[src/rtl/fifomult_arbiter.sv]
// fifomult_arbiter: shares one fifomult2024 multiplier between two requesters.
//
// The arbiter grants one requester at a time. With two requesters waiting, a round-robin
// pointer picks the winner. The winning operands go into an issue register and are presented
// to the multiplier. Each issued operation pushes its requester ID into an in-order tag FIFO.
// Each multiplier result pops that FIFO and is returned, registered, to the matching requester.
//
// Ports
//   clk, rst                    clock (rising edge), synchronous active-high reset
//   reqN_*                      requester N operands/parities in, reqN_ready out (combinational)
//   mult_in_valid/ready         issue handshake to the multiplier, mult_arg_* issued payload
//   mult_out_valid, mult_*      multiplier result stream, in issue order
//   rspN_*                      one-cycle response pulse plus held result data for requester N
//   outstanding                 operations issued but not yet returned
//   err_spurious                sticky, a result arrived while no operation was outstanding
module fifomult_arbiter #(
   parameter int unsigned DATA_W    = 16,
   parameter int unsigned TAG_DEPTH = 4
) (
   input  logic                       clk,
   input  logic                       rst,
   input  logic                       req0_valid,
   input  logic [DATA_W-1:0]          req0_arg_a,
   input  logic                       req0_arg_a_parity,
   input  logic [DATA_W-1:0]          req0_arg_b,
   input  logic                       req0_arg_b_parity,
   output logic                       req0_ready,
   input  logic                       req1_valid,
   input  logic [DATA_W-1:0]          req1_arg_a,
   input  logic                       req1_arg_a_parity,
   input  logic [DATA_W-1:0]          req1_arg_b,
   input  logic                       req1_arg_b_parity,
   output logic                       req1_ready,
   output logic                       mult_in_valid,
   input  logic                       mult_in_ready,
   output logic [DATA_W-1:0]          mult_arg_a,
   output logic                       mult_arg_a_parity,
   output logic [DATA_W-1:0]          mult_arg_b,
   output logic                       mult_arg_b_parity,
   input  logic                       mult_out_valid,
   input  logic [2*DATA_W-1:0]        mult_result,
   input  logic                       mult_result_parity,
   input  logic                       mult_arg_parity_error,
   output logic                       rsp0_valid,
   output logic [2*DATA_W-1:0]        rsp0_result,
   output logic                       rsp0_result_parity,
   output logic                       rsp0_parity_error,
   output logic                       rsp1_valid,
   output logic [2*DATA_W-1:0]        rsp1_result,
   output logic                       rsp1_result_parity,
   output logic                       rsp1_parity_error,
   output logic [$clog2(TAG_DEPTH):0] outstanding,
   output logic                       err_spurious
);

   localparam int unsigned PtrW = $clog2(TAG_DEPTH);
   localparam int unsigned CntTop = TAG_DEPTH;
   localparam logic [PtrW:0] FullCnt = CntTop[PtrW:0];

   typedef enum logic [0:0] {StIdle, StIssue} state_e;

   state_e              state_q, state_d;
   logic                rr_q, rr_d;       // requester favoured on the next contention
   logic                grant0, grant1;
   logic                push, pop, spurious;
   logic                head_id;

   logic [DATA_W-1:0]   arg_a_q, arg_b_q;
   logic                par_a_q, par_b_q;
   logic                id_q;

   logic                tag_mem_q [TAG_DEPTH];
   logic [PtrW-1:0]     wr_ptr_q, rd_ptr_q;
   logic [PtrW:0]       count_q, count_d;

   logic                rsp0_valid_q, rsp1_valid_q;
   logic [2*DATA_W-1:0] rsp0_result_q, rsp1_result_q;
   logic                rsp0_rpar_q, rsp1_rpar_q;
   logic                rsp0_perr_q, rsp1_perr_q;
   logic                err_spurious_q;

   // Issue FSM and round-robin grant. The grant uses the registered count, so a pop in the
   // same cycle does not open a slot until the next cycle.
   always_comb begin
      state_d = state_q;
      rr_d    = rr_q;
      grant0  = 1'b0;
      grant1  = 1'b0;
      case (state_q)
         StIdle: begin
            if (count_q != FullCnt) begin
               if (req0_valid && req1_valid) begin
                  grant0 = ~rr_q;
                  grant1 = rr_q;
                  rr_d   = ~rr_q;
               end else begin
                  grant0 = req0_valid;
                  grant1 = req1_valid;
               end
               if (req0_valid || req1_valid) begin
                  state_d = StIssue;
               end
            end
         end
         StIssue: begin
            if (mult_in_ready) begin
               state_d = StIdle;
            end
         end
         default: state_d = StIdle;
      endcase
   end

   assign push     = (state_q == StIssue) && mult_in_ready;
   assign pop      = mult_out_valid && (count_q != '0);
   assign spurious = mult_out_valid && (count_q == '0);
   assign head_id  = tag_mem_q[rd_ptr_q];

   always_comb begin
      count_d = count_q;
      if (push && !pop) begin
         count_d = count_q + 1'b1;
      end else if (pop && !push) begin
         count_d = count_q - 1'b1;
      end
   end

   always_ff @(posedge clk) begin
      if (rst) begin
         state_q        <= StIdle;
         rr_q           <= 1'b0;
         arg_a_q        <= '0;
         arg_b_q        <= '0;
         par_a_q        <= 1'b0;
         par_b_q        <= 1'b0;
         id_q           <= 1'b0;
         wr_ptr_q       <= '0;
         rd_ptr_q       <= '0;
         count_q        <= '0;
         rsp0_valid_q   <= 1'b0;
         rsp1_valid_q   <= 1'b0;
         rsp0_result_q  <= '0;
         rsp1_result_q  <= '0;
         rsp0_rpar_q    <= 1'b0;
         rsp1_rpar_q    <= 1'b0;
         rsp0_perr_q    <= 1'b0;
         rsp1_perr_q    <= 1'b0;
         err_spurious_q <= 1'b0;
      end else begin
         state_q        <= state_d;
         rr_q           <= rr_d;
         count_q        <= count_d;
         err_spurious_q <= err_spurious_q | spurious;
         if (grant0 || grant1) begin
            arg_a_q <= grant1 ? req1_arg_a : req0_arg_a;
            arg_b_q <= grant1 ? req1_arg_b : req0_arg_b;
            par_a_q <= grant1 ? req1_arg_a_parity : req0_arg_a_parity;
            par_b_q <= grant1 ? req1_arg_b_parity : req0_arg_b_parity;
            id_q    <= grant1;
         end
         if (push) begin
            wr_ptr_q <= wr_ptr_q + 1'b1;
         end
         if (pop) begin
            rd_ptr_q <= rd_ptr_q + 1'b1;
         end
         rsp0_valid_q <= pop && !head_id;
         rsp1_valid_q <= pop && head_id;
         if (pop && !head_id) begin
            rsp0_result_q <= mult_result;
            rsp0_rpar_q   <= mult_result_parity;
            rsp0_perr_q   <= mult_arg_parity_error;
         end
         if (pop && head_id) begin
            rsp1_result_q <= mult_result;
            rsp1_rpar_q   <= mult_result_parity;
            rsp1_perr_q   <= mult_arg_parity_error;
         end
      end
   end

   // Tag storage needs no reset: entries are only read between matching push and pop.
   always_ff @(posedge clk) begin
      if (!rst && push) begin
         tag_mem_q[wr_ptr_q] <= id_q;
      end
   end

   assign req0_ready         = grant0;
   assign req1_ready         = grant1;
   assign mult_in_valid      = (state_q == StIssue);
   assign mult_arg_a         = arg_a_q;
   assign mult_arg_b         = arg_b_q;
   assign mult_arg_a_parity  = par_a_q;
   assign mult_arg_b_parity  = par_b_q;
   assign rsp0_valid         = rsp0_valid_q;
   assign rsp0_result        = rsp0_result_q;
   assign rsp0_result_parity = rsp0_rpar_q;
   assign rsp0_parity_error  = rsp0_perr_q;
   assign rsp1_valid         = rsp1_valid_q;
   assign rsp1_result        = rsp1_result_q;
   assign rsp1_result_parity = rsp1_rpar_q;
   assign rsp1_parity_error  = rsp1_perr_q;
   assign outstanding        = count_q;
   assign err_spurious       = err_spurious_q;

endmodule

[config.mk]
export PLATFORM = sky130hd
export DESIGN_NAME = fifomult_arbiter
export DESIGN_NICKNAME = d
export VERILOG_FILES = /design/src/rtl/fifomult_arbiter.sv
export SDC_FILE = /design/constraint.sdc
export NUM_CORES = 1
export LEC_CHECK = 0
export ABC_AREA = 1
export CORE_ASPECT_RATIO = 1.25
export CORE_MARGIN = 2
export CORE_UTILIZATION = 30
export DETAILED_ROUTE_END_ITERATION = 10
export PLACE_DENSITY = 0.73
export SLEW_MARGIN = 20
export SYNTH_ARGS = -nofsm -noshare
export SYNTH_HDL_FRONTEND = slang
export SYNTH_SLANG_ARGS = --single-unit
[constraint.sdc]
create_clock -name clk -period 1.5 [get_ports clk]
set_input_delay 0.15 -clock clk [delete_from_list [all_inputs] [get_ports clk]]
set_output_delay 0.15 -clock clk [all_outputs]
set_load 0.01 [all_outputs]
==> impl_results.md <==
* Finished Layout Cells at 1348
* Synth cell types at 28
* Setup Skew at 8.624 ps
* DP Cell Count at 1308
* Total Die Area at just under 20000 um2
* Largest net degree at the start of global routing at 69
* 1st-pass router iterations at 4
* Crit path DAT at just under 2000 ps
* Mapped Area at ~5600 um2
* Die height at between 150 and 200 um
* DP Area at 8269 um2
* Max Root-Sink Buffers at 2
* Crit-path max FO at 2
* Num rows at 56
* Hold Path Class: in2reg
* Rel. slew slack at 76.73%
* Reg clk slew, reported paths at 60 ps
* # IOs at 219
* Diodes inserted at 0
* Sw Pwr at 5.400 mW
* Max Cap Viol at 0
* CTS buffer count at 17
* Hold Crit Start: req0_arg_b[6]
* WL final at around 16000 um
* Worst Setup Start Kind: flop
* WHS at 354.3 ps
* R2R setup slack at -140 ps
* Cell area after layout at 9123 um2
* RSZ-0062 raised after global routing: yes
* Final hold violation count at 0
* Reg2Reg Depth at 12
* Max-slew violations at 0
* Comb pwr share at 43.4%
* Clock Tree Root: clkbuf_16
* Status: finished with violations
* Fraction of layout cells with a size suffix above 1 at 10.39%
* Power Dens Cells at 1701 nW/um2
* Vias in the first global route at 5155
* Clock Latency Late Sink at just over 400 ps
* Final setup TNS at -378.3 ps
* DP HPWL at approximately 11000 um
* Sequential area share after synthesis at 43.73%
* Peak VDD IR at 0.0007124 V
* Synth warnings at 0
* Total GRT Usage at 15.36%
* Top achievable clock speed at 611.6 MHz
* Vias at 5555
* Design Power at 15.52 mW
* Area contributors post-synth: dfxtp_1 42%, nand2_1 19%, inv_1 10%, nor2_1 9.6%, a21oi_1 4.0%
* WL per Instance at 11.66 um
* First-pass GRT wire length at 24620 um
* Hold Path Depth at 5
* Setup Viol. Count Final at 6
* CP required at 1840 ps
* Starting Density at 30.32%
* Port Buffers at 218
* Fin nets at 1217
* Pre-CTS WS at -306.7 ps
* Drt initial violations at 186
* Period utilisation layout at 109.0%
* Worst r2r dst: outstanding[2]$_SDFFE_PP0P_
* Internal at 10.12 mW
* Crit Path Category: reg2reg
* Area Overhead vs Synth at 62.02%
* CP endpoint kind: flop
* Final ANT Viol Nets at 0
* GP Congestion at 0.7704
* Die span in x at 126.5 um
* Clk network pwr share at 26.4%
* Num Clock Sinks at 121
* Post-CTS Hold Buffers at 0
* CTS H-tree depth at 4
* Sequential Power Share at 30.2%
* TritonCTS clock tree: built
* Initial antenna violation count at 0
* Leakage at around 5.0 nW
* Reg-to-Reg Start: outstanding[1]$_SDFFE_PP0P_
* Sw Share at 34.81%
* # DRC at 0
* Final Core Density at 49.13%
* Failing checks: negative setup slack
* Synth area leader: dfxtp_1
* Post-Syn Instances at 866
* Routed vias/inst at a little over 4
* Post-layout minimum cycle time at around 1600 ps
* FF+latch count, synth at 121
* Syn Nets at 980
* Hold-critical path endpoint: mult_arg_b[6]$_SDFFE_PP0P_
* Worst-Margin Slew at 349.0 ps
* Worst setup margin at -135.1 ps
* Post-synth top area share at 41.60%
* Overflow after GRT at 0
* Synthesized area per cell at 6.502 um2
* Core footprint at 18570 um2
## Yosys cell counts
| cell | number |
|---|---|
| nor2_1 | 144 |
| nand2_2 | 3 |
| clkbuf_1 | 8 |
| fa_1 | 1 |
| or2_2 | 1 |
| edfxtp_1 | 4 |
| nand3_2 | 6 |
| nand2_8 | 1 |
| ha_1 | 5 |
| a21oi_1 | 45 |
| buf_1 | 4 |
| nand2_4 | 1 |
| a21oi_2 | 1 |
| buf_2 | 21 |
| nand3_1 | 33 |
| nor2_4 | 2 |
| nand3_4 | 1 |
| o21ai_0 | 5 |
| a211oi_1 | 1 |
| inv_1 | 154 |
| buf_4 | 3 |
| nor3_1 | 2 |
| nand2_1 | 290 |
| buf_6 | 5 |
| inv_2 | 6 |
| nor2_8 | 1 |
| xor2_1 | 1 |
| dfxtp_1 | 117 |
## critical path, cell delays in order (launching register included)
cell and delay [ps]:
dfxtp_4 350, nor2_4 130, buf_6 120, nand2_4 60, nand2_8 60, ha_4 120
inv_2 40, fa_2 340, nor2_2 80, nor2_1 40, nand2_1 70, o21ai_1 60
a21oi_1 110
## flip-flops by register name, summed over array words and instances (netlist names), 2 cells and up, named ones only
signal,flops
rsp0_result,32
rsp1_result,32
mult_arg_a,16
mult_arg_b,16
tag_mem_q,4
outstanding,3
rd_ptr_q,2
wr_ptr_q,2
## cell usage in the layout, fill, tap and decap left out, types with 3 or more instances in the layout
cell type | Yosys | routed
dlymetal6s2s_1 | 0 | 41
dlygate4sd2_1 | 0 | 5
inv_6 | 0 | 3
o21ai_1 | 0 | 3
clkdlybuf4s50_1 | 0 | 170
edfxtp_1 | 4 | 4
nor2_2 | 0 | 7
clkbuf_16 | 0 | 20
buf_12 | 0 | 11
nor2_1 | 144 | 137
nand3_2 | 6 | 6
ha_1 | 5 | 4
nand2_1 | 290 | 288
nand3_1 | 33 | 33
clkinv_2 | 0 | 3
dfxtp_2 | 0 | 4
a21oi_1 | 45 | 45
buf_4 | 3 | 24
inv_2 | 6 | 6
nand2_2 | 3 | 5
dfxtp_1 | 117 | 112
clkinvlp_4 | 0 | 4
inv_1 | 154 | 153
## kinds of logic (layout without fill, tap and decap cells)
| group | after synthesis | count (layout) | share of synthesized area (%) |
|---|---|---|---|
| AOI/OAI and AO/OA | 52 | 52 | 4.733 |
| DFF | 121 | 121 | 43.73 |
| buffers and inverters | 201 | 451 | 14.73 |
| xor gates and xnor gates | 1 | 1 | 0.1556 |
| adders and majority gates | 6 | 6 | 1.467 |
| and+or+nand+nor | 485 | 485 | 35.18 |
## cell type report
type,count,area [um2]
clock buffers,19,452.9
multi-input cells,544,2381
fillers,1773,9445
repair buffers,259,2781
flip-flops and latches,121,2471
inverters,160,601.8
clock inverters,13,143.9
well taps,232,290.3
## repair_timing
| action | in CTS | in global routing |
|---|---|---|
| gates resized for setup | 14 | 57 |
| setup buffers | 2 | 4 |
| pin swaps | 2 | 5 |
| setup endpoints to repair | 14 | 111 |
| gates cloned | 0 | 3 |
## routing by layer
layer / up-vias / GRT usage (%) / part of all wire (%)
met5: - / 0 / 0
met4: 0 / 5.442 / 1.6
met3: 16 / 5.370 / 8.5
met2: 208 / 25.92 / 48
met1: 2333 / 18.07 / 42
li1: 2998 / - / -
## worst max path at each step
stage / to / cells after the start / from
2_1_floorplan: outstanding[2]$_SDFFE_PP0P_ / 11 / outstanding[1]$_SDFFE_PP0P_
3_5_place_dp: outstanding[2]$_SDFFE_PP0P_ / 11 / mult_in_ready
6_report: outstanding[2]$_SDFFE_PP0P_ / 12 / outstanding[1]$_SDFFE_PP0P_
4_1_cts: outstanding[2]$_SDFFE_PP0P_ / 12 / outstanding[0]$_SDFFE_PP0P_
5_1_grt: outstanding[2]$_SDFFE_PP0P_ / 12 / outstanding[1]$_SDFFE_PP0P_
3_3_place_gp: outstanding[2]$_SDFFE_PP0P_ / 11 / mult_in_ready
## power by group through the flow
| stage | logic (mW) | registers (mW) | clock network (mW) |
|---|---|---|---|
| after global routing | 7.46 | 4.81 | 4.35 |
| after global placement | 6.45 | 4.71 | 0 |
| after floorplan | 2.90 | 5.13 | 0 |
| after CTS | 6.57 | 4.70 | 4.18 |
| after detailed placement | 6.51 | 4.76 | 0 |
| final | 6.74 | 4.69 | 4.09 |
Power figures use the tool's default switching activity.
